`config.mk`:
```
export PLATFORM = sky130hd
export DESIGN_NAME = cpu_state_sequencer
export DESIGN_NICKNAME = d
export VERILOG_FILES = /design/src/rtl/cpu_state_sequencer.sv
export SDC_FILE = /design/constraint.sdc
export NUM_CORES = 1
export LEC_CHECK = 0
export CAP_MARGIN = 20
export CORE_MARGIN = 10
export CORE_UTILIZATION = 49
export DETAILED_ROUTE_END_ITERATION = 12
export GPL_TIMING_DRIVEN = 0
export PLACE_DENSITY = 0.82
export SYNTH_ARGS = -nofsm -noshare
export SYNTH_HDL_FRONTEND = slang
export SYNTH_SLANG_ARGS = --single-unit
```
`constraint.sdc`:
```
create_clock -name clk -period 2.1 [get_ports clk]
set_input_delay 0.63 -clock clk [delete_from_list [all_inputs] [get_ports clk]]
set_output_delay 0.63 -clock clk [all_outputs]
set_load 0.01 [all_outputs]
```
`src/rtl/cpu_state_sequencer.sv`:
```
// Phase sequencer for the 4-bit-opcode CPU: one-hot FETCH/EXEC1/EXEC2 strobes with
// run/single-step control, fetch wait states with optional timeout, STP halt and a retire counter.
module cpu_state_sequencer #(
   parameter int CNT_W    = 16,
   parameter int FETCH_TO = 0
) (
   input  logic             clk,
   input  logic             rst_n,
   input  logic             run,
   input  logic             step_req,
   input  logic             resume,
   input  logic             mem_ready,
   input  logic             extra,
   input  logic             stp,
   output logic             fetch,
   output logic             exec1,
   output logic             exec2,
   output logic             step_ack,
   output logic             halted,
   output logic             fault,
   output logic [CNT_W-1:0] instr_count
);

   typedef enum logic [2:0] {
      S_IDLE,
      S_FETCH,
      S_EXEC1,
      S_EXEC2,
      S_HALT
   } state_t;

   localparam int TO_W = (FETCH_TO > 1) ? $clog2(FETCH_TO + 1) : 1;
   localparam logic [TO_W-1:0] TO_LAST = (FETCH_TO > 0) ? TO_W'(FETCH_TO - 1) : '0;

   state_t          state;
   state_t          next_state;
   logic            step_flag;
   logic [TO_W-1:0] wait_cnt;
   logic            retire;
   logic            count_inc;
   logic            timeout;

   // NOTE: every signal driven here gets a default first, so no path leaves one unassigned (no latch).
   always_comb begin
      next_state = state;
      retire     = 1'b0;
      count_inc  = 1'b0;
      timeout    = 1'b0;
      case (state)
         S_IDLE: begin
            if (run || step_req) next_state = S_FETCH;
         end
         S_FETCH: begin
            if (mem_ready) begin
               next_state = S_EXEC1;
            end else if ((FETCH_TO > 0) && (wait_cnt == TO_LAST)) begin
               next_state = S_HALT;
               timeout    = 1'b1;
            end
         end
         S_EXEC1: begin
            if (stp) begin
               next_state = S_HALT;
               count_inc  = 1'b1;
            end else if (extra) begin
               next_state = S_EXEC2;
            end else begin
               retire = 1'b1;
            end
         end
         S_EXEC2: retire = 1'b1;
         S_HALT: begin
            if (resume) next_state = S_IDLE;
         end
         default: next_state = S_IDLE;
      endcase

      // A single-stepped instruction always returns to IDLE, even if run has since risen.
      if (retire) begin
         count_inc = 1'b1;
         if (step_flag)  next_state = S_IDLE;
         else if (run)   next_state = S_FETCH;
         else            next_state = S_IDLE;
      end
   end

   // NOTE: sequential state uses non-blocking assignments so every register samples pre-edge values.
   always_ff @(posedge clk or negedge rst_n) begin
      if (!rst_n) state <= S_IDLE;
      else        state <= next_state;
   end

   always_ff @(posedge clk or negedge rst_n) begin
      if (!rst_n) begin
         step_flag   <= 1'b0;
         step_ack    <= 1'b0;
         wait_cnt    <= '0;
         fault       <= 1'b0;
         instr_count <= '0;
      end else begin
         step_ack <= retire && step_flag;

         // run has priority over step_req when both are seen in IDLE.
         if ((state == S_IDLE) && (next_state == S_FETCH)) step_flag <= !run;
         else if (retire || (next_state == S_HALT))        step_flag <= 1'b0;

         if ((state == S_FETCH) && !mem_ready && !timeout) wait_cnt <= wait_cnt + 1'b1;
         else                                              wait_cnt <= '0;

         if (timeout)                            fault <= 1'b1;
         else if ((state == S_HALT) && resume)   fault <= 1'b0;

         if (count_inc) instr_count <= instr_count + 1'b1;
      end
   end

   assign fetch  = (state == S_FETCH);
   assign exec1  = (state == S_EXEC1);
   assign exec2  = (state == S_EXEC2);
   assign halted = (state == S_HALT);

endmodule

```
-- Word level (Yosys, flattened, before mapping)
Index checks and enable logic that the tools add are counted.
Widths: inputs -> output; s select.
- flip-flop bits (word level): 21
- bits in writable memories: 0
- bits of input ports: 8
- word-level logic and storage cells: 35
- bits in latches: 0
- memories kept: 0
- memory bits (read-only): 0
- output and inout bits: 22
- reduce and logical (&&, ||, !) cells: 7
- shift-type cells: 0
- multipliers: 0
- div/mod/pow operators: 0
- multiplexer cells: 17
- $lt $le $gt $ge: 0
- eq/ne operators: 6
- bitwise logic cells: 0
- $add $sub $neg: 1
- operators by type and width (operator ; count):
    $mux 3 ; 6
    $add 16x1->16 const B ; 1
    $pmux 3 s5 ; 1
    $mux 1 ; 9
    $eq 3x1->1 const B ; 2
    $eq 3x2->1 const B ; 2
    $eq 3x3->1 const B ; 2
    $logic_not 3->1 ; 1
    $logic_and 1x1->1 ; 2
    $logic_or 1x1->1 ; 2
    $pmux 1 s2 ; 1
    $reduce_bool 2->1 ; 1
    $logic_not 1->1 ; 1

-- Depth between registers and ports, before layout
Gate-level depths: netlist of the first run.
- depth after elaboration: 8
- depth in mapped cells: 5
- gate-level depth less buffers: 5

-- Worst setup path after synthesis of the first run
OpenSTA, ideal clock, no wires.
- path type: input -> register
- start: input extra
- end: register instr_count[5]
- buffers on the path: 0
- data required time: 1.971 ns
- path slack: 0.585 ns
- arrival: 1.386 ns
- library setup time: 0.129 ns
- cell stages on the path: 4
- cell sequence: nor3b_4 > nor3_1 > and3_1 > xor2_1
- cells in the longest elaborated chain, start to end: 4
- ends and longest elaborated chain (what ; line ; text):
    start: declaration ; 13 ; input logic extra,
    $mux 1 ; 65 ; end else if (extra) begin
    $mux 1 ; 62 ; if (stp) begin
    $pmux 1 s2 ; 49 ; case (state)
    $mux 1 ; 79 ; if (retire) begin
    end signal: assignment ; 113 ; if (count_inc) instr_count <= instr_count + 1'b1;
    end: declaration ; 21 ; output logic [CNT_W-1:0] instr_count
Every way passes these cells.
A chain may end at the register's enable or synchronous reset.

-- Worst setup path after layout of the first run
- start: register state[2]
- end: output exec2
- cells in the longest elaborated chain, start to end: 1
- ends and longest elaborated chain (what ; line ; text):
    start: declaration ; 35 ; state_t state;
    start signal: assignment ; 90 ; else state <= next_state;
    $eq 3x2->1 ; 119 ; assign exec2 = (state == S_EXEC2);
    end: declaration ; 17 ; output logic exec2,
Every way passes these cells.

==> results of run 1 <==
## layout make-up
cell class | count | share of cell area
multi-input combinational | 67 | 0.344
tap | 27 | 0.0249
buffer | 3 | 0.0147
inverter | 3 | 0.00829
sequential | 21 | 0.388
clock buffer | 4 | 0.0194
timing repair buffer | 28 | 0.201
## registers in the layout, summed over array words and instances (netlist names)
signal,flops
instr_count,16
state,3
step_ack,1
step_flag,1
## repair_timing
| item | CTS | global route |
|---|---|---|
| gates cloned | 0 | 0 |
| resized for setup | 5 | 5 |
| endpoints found under the hold margin | 0 | 0 |
| setup endpoints to repair | 4 | 3 |
## metal layers
layer	track usage	share of wire	up-vias
met3	0.0424	0.071	4
li1	-	-	389
met5	0	0	-
met2	0.198	0.51	24
met4	0.0561	0.018	0
met1	0.110	0.40	390
## stage by stage
| step | hold WS [ns] | cells |
|---|---|---|
| after global routing | 0.534 | 153 |
| final | 0.499 | 153 |
| after floorplan | 0.334 | 94 |
| after global placement | 0.463 | 149 |
| after detailed placement | 0.476 | 149 |
| after CTS | 0.496 | 153 |
## worst reg2reg max path, stage by stage (launching register included)
cell      delay (ns)
dfrtp_1         0.38
buf_2           0.17
nand3b_1        0.20
nor3_2          0.37
nand3_1         0.16
xnor2_1         0.15
## Yosys cell counts (all sizes together)
master   n
a211oi   1
a21oi    5
a221oi   1
a22oi    1
and3     4
and3b    1
and4     1
buf      3
conb     1
dfrtp   21
ha       1
inv      3
mux2     1
nand2    4
nand2b   1
nand3    6
nand3b   1
nand4    5
nor2     8
nor3     6
nor3b    1
nor4     2
o21bai   1
xnor2    9
xor2     6
## final timing paths
path | slack [ns] | endpoint
worst max register to register | 0.57 | instr_count[10]
worst min-delay path | 0.50 | instr_count[11]
min in group asynchronous | 0.82 | instr_count[8]
worst min register to register | 0.50 | instr_count[11]
max in group asynchronous | 0.67 | state[0]
worst max-delay path | 0.08 | exec2
## power by group
group	internal [mW]	leakage (nW)	switching (mW)
clock network	0.0740	0.0150	0.118
registers	0.502	0.271	0.115
logic	0.284	0.299	0.288
## cell families (layout without fill, tap and decap cells)
| group | count (synthesis) | after routing | share of synthesized area |
|---|---|---|---|
| buffers and inverters | 6 | 38 | 0.0282 |
| adders and majority gates | 1 | 1 | 0.0123 |
| AOI/OAI and AO/OA | 9 | 9 | 0.0552 |
| muxes | 1 | 1 | 0.0110 |
| and+or+nand+nor | 40 | 40 | 0.246 |
| xor gates and xnor gates | 15 | 15 | 0.129 |
| DFF | 21 | 21 | 0.515 |
| other | 1 | 1 | 0.00367 |
==> results.md, run 1 <==
- Status: completed
- Initial antenna violation count: 0
- WS Path Type: flop to primary output
- Power Total: 1.38 mW
- # DRC: 0
- Worst min-delay path class: flop to flop
- Maximum clock rate: slightly below 0.5 GHz
- Cell area power density: 1020 nW/um^2
- Rel. slew slack: 0.395
- Die height: 65.6 um
- Die W: ~66 um
- Commonest non-fill, non-tap cell in the layout: clkdlybuf4s50_1
- Final nets: 136
- H-Tree Level Count: 1
- Critical path capture point type: primary output
- Worst-path clk slew: ~0.12 ns
- I/O pins: 30
- Setup WS post-layout: ~0.083 ns
- Floorplan Core Area: roughly 2000 um^2
- Crit path depth: 4
- Routed via count: a little over 800
- Rows: 16
- Design area: 1360 um^2
- RSZ-0062 raised after global routing: false
- Overflow after GRT: 0
- Post-synthesis register bit count: 21
- Hold-fix buffers, CTS: 0
- Minimum clock period: between 2 and 2.5 ns
- Syn Nets: around 100
- Beginning of the worst hold path: instr_count[11]
- DR vias/cell: roughly 5.3
- Drt first pass iters: 4
- Post-Place Cell Area: between 1000 and 1500 um^2
- Port buffer count: 28
- Synth top area share: 0.515
- Crit path cell chain: buf_2 -> nand2b_4 -> nor2_1 -> clkdlybuf4s15_1
- Initial Util: 0.520
- CP Launch Type: flop
- Setup bufs post-CTS: 0
- Critical Path Start: state[2]
- Syn Std Cell Area: slightly above 1000 um^2
- Post-synthesis sequential area ratio: 0.515
- Multi-input gate area: roughly 470 um^2
- GP Congestion: ~0.74
- Critical Path AT: around 1.4 ns
- Fin Setup TNS: 0 ns
- Clock sink count: 21
- Synth warn: 0
- Cells after synthesis: 94
- Vias in the first global route: 855
- Final hold vios: 0
- Slowest stage cell, crit path: dfrtp_1
- Worst slack at placement: -0.0350 ns
- Skew-Pair Late Insertion Delay: 0.30 ns
- Global Route Usage Sum: 0.111
- Layout cells sized above 1: 0.111
- Register area: 527 um^2
- Slew Limit Fails: 0
- Clock buffer depth: 2
- Filler Cells Inserted: 162
- Max incr delay on CP: 0.38 ns
- Initial drt markers: 23
- Clk_skew: about 0.0056 ns
- Max Cap Viol: 0
- Worst R2R Start: state[2]
- Ant. Diodes: 0
- Crit-path leading delay family: buffers and inverters
- Final core utilization: 0.692
- VDD IR-drop max: roughly 0.64 mV
- First-pass GRT wire length: roughly 3.8 mm
- Largest net degree at the start of global routing: 22
- Most frequent cells in the layout: 24 x clkdlybuf4s50_1, 20 x dfrtp_1, 9 x xnor2_1, 8 x nor2_1
- Hold path cells: 1
- CTS tree: yes
- Worst-margin pin slew: ~0.90 ns
- Dpl hpwl: 1.86 mm
- WL/cell: approximately 15 um
- Syn Area/Cell: approximately 11 um^2
- Root buffer cell: clkbuf_4
- Dominant cells by area after synthesis: dfrtp_1 51%, xnor2_1 7.7%, xor2_1 5.1%
- Worst reg-to-reg path cell count: 5
- Worst EP required: roughly 1.5 ns
- WP buf/inv: 2
- Final period util: 0.961
- Synth-to-layout area growth: 33.0%
- Post-Route WL: 2.32 mm
- Antenna viol nets, final: 0
- Leakage Power: 0.586 nW
- # setup viols final: 0
- Yosys top cell by area: dfrtp_1
- TritonCTS Buffers: 3
- Unique masters post-synth: 28
- Die ar.: 4310 um^2
- CP Max Fanout: 9
No activity file was read; power rests on OpenSTA's default activity.
==> run 2: changes to the inputs <==
CORE_MARGIN = not set   (was 10)
CTS_CLUSTER_SIZE = 24   (was not set)
HOLD_SLACK_MARGIN = 0.03   (was not set)
==> run 2 against run 1 <==
Net effect:
- register-to-register slack gained 0.02 ns
- design area grew 0.37%
- critical endpoint is now halted
- non-clock buffer count is the same
- cell count is the same
- hold slack lost 0.023 ns
- critical path type unchanged
==> results.md, run 2 (synthesis gave the netlist of run 1 again) <==
- H-Tree Level Count: 1
- Rows: 16
- I/O pins: 30
- Worst EP required: around 1.5 ns
- Cell area power density: between 1000 and 1500 nW/um^2
- RSZ-0062 raised after global routing: false
- Final nets: 136
- Setup WS post-layout: between 0.09 and 0.1 ns
- Dpl hpwl: ~1.5 mm
- Skew-Pair Late Insertion Delay: ~0.30 ns
- Ant. Diodes: 0
- Worst reg-to-reg path cell count: 5
- CP Max Fanout: 10
- Commonest non-fill, non-tap cell in the layout: clkdlybuf4s50_1
- Port buffer count: 28
- Critical path capture point type: primary output
- Maximum clock rate: around 0.5 GHz
- Global Route Usage Sum: 0.188
- M1 GR Usage: 0.226
- Die W: between 40 and 50 um
- WS Path Type: flop to primary output
- GR Layer Usage met3: 0.0264
- Worst-margin pin slew: around 0.91 ns
- Initial antenna violation count: 0
- Top reg by flops: instr_count
- DR vias/cell: 5.20
- Worst-path clk slew: approximately 0.11 ns
- Worst min-delay path class: flop to flop
- Overflow after GRT: 0
- Root buffer cell: clkbuf_4
- Hold-fix buffers, CTS: 0
- Clock sink count: 21
- Drt first pass iters: 4
- Vias in the first global route: ~730
- Leakage Power: about 0.58 nW
- Hold path cells: 1
- Most frequent cells in the layout: 24 x clkdlybuf4s50_1, 20 x dfrtp_1, 9 x xnor2_1, 8 x nor2_1
- Final hold vios: 0
- Final period util: 0.953
- Synth-to-layout area growth: 33.5%
- Critical Path AT: around 1.4 ns
- TritonCTS Buffers: 3
- Die ar.: approximately 2300 um^2
- Layout cells sized above 1: 0.111
- Rel. slew slack: 0.394
- Antenna viol nets, final: 0
- Status: completed
- # setup viols final: 0
- Initial Util: 0.520
- Post-Route WL: roughly 2.0 mm
- # DRC: 0
- Clock buffer depth: 2
- Largest net degree at the start of global routing: 22
- CTS tree: yes
- Worst slack at placement: -0.0291 ns
- Floorplan Core Area: 1960 um^2
- GP Congestion: approximately 0.76
- CP Launch Type: flop
- Routed via count: 796
- Met2 GRT Util: 0.332
- Die height: roughly 48 um
- Max FFs per register: 16
- Initial drt markers: 6
- Slew Limit Fails: 0
- Layer with the highest usage: met2
- First-pass GRT wire length: 2.98 mm
- Max Cap Viol: 0
- Fin Setup TNS: 0 ns
- Clk_skew: 0.00322 ns
- WL/cell: around 13 um
- Biggest regs: instr_count x16, state x3
- Minimum clock period: between 2 and 2.5 ns
- VDD IR-drop max: roughly 0.65 mV
-- run 2: cell types whose count changed in the layout (fill, tap and decap cells not counted) --
cell,previous run,this run
clkbuf_2,1,0
clkdlybuf4s15_1,1,2
inv_1,2,1
inv_2,1,2
-- run 2: final timing paths --
kind	start	endpoint	slack, ns
setup / recovery	state[1]	halted	0.1
hold / removal	instr_count[15]	instr_count[15]	0.48
setup reg to reg	state[2]	instr_count[10]	0.59
hold reg to reg	instr_count[15]	instr_count[15]	0.48
max in group asynchronous	rst_n	state[0]	0.66
min in group asynchronous	rst_n	instr_count[3]	0.83
-- run 2: final cells by class --
cell class / instances / area [um^2]
buffer: 3 / 20.0
clock buffer: 4 / 26.3
fill: 171 / 599
inverter: 3 / 11.3
multi-input combinational: 67 / 467
sequential: 21 / 527
tap: 27 / 33.8
timing repair buffer: 28 / 278
-- run 2: per-stage QoR --
step	hold slack [ns]	area (um^2)	util	instances	total power [mW]
after floorplan	0.334	1020	-	94	0.929
after global placement	0.461	1340	0.680	149	1.18
after detailed placement	0.466	1340	0.680	149	1.20
after CTS	0.482	1360	0.692	153	1.39
after global routing	0.487	1360	0.695	153	1.48
final	0.475	1360	0.695	153	1.38
-- run 2: metal layers --
metal  up-vias  share of wire
met2        25           0.51
met3         4          0.050
met1       378           0.42
met5         -              0
met4         0          0.019
li1        389              -
-- run 2: what timing repair did --
item                                    in CTS  in global routing
gates cloned                                 0                  0
endpoints found under the setup margin       4                  3
pin swaps                                    0                  0
setup buffers                                0                  0
resized for setup                            7                  3
-- run 2: power breakdown --
part / internal, mW / switching, mW / total (mW)
sequential: 0.502 / 0.115 / 0.618
combinational: 0.289 / 0.282 / 0.571
clock: 0.0740 / 0.118 / 0.192
-- run 2: critical path, cell delays in order (launching register included) --
cell and delay (ns):
dfrtp_1 0.37, clkbuf_4 0.19, inv_2 0.09, and3_1 0.16
dlygate4sd2_1 0.26
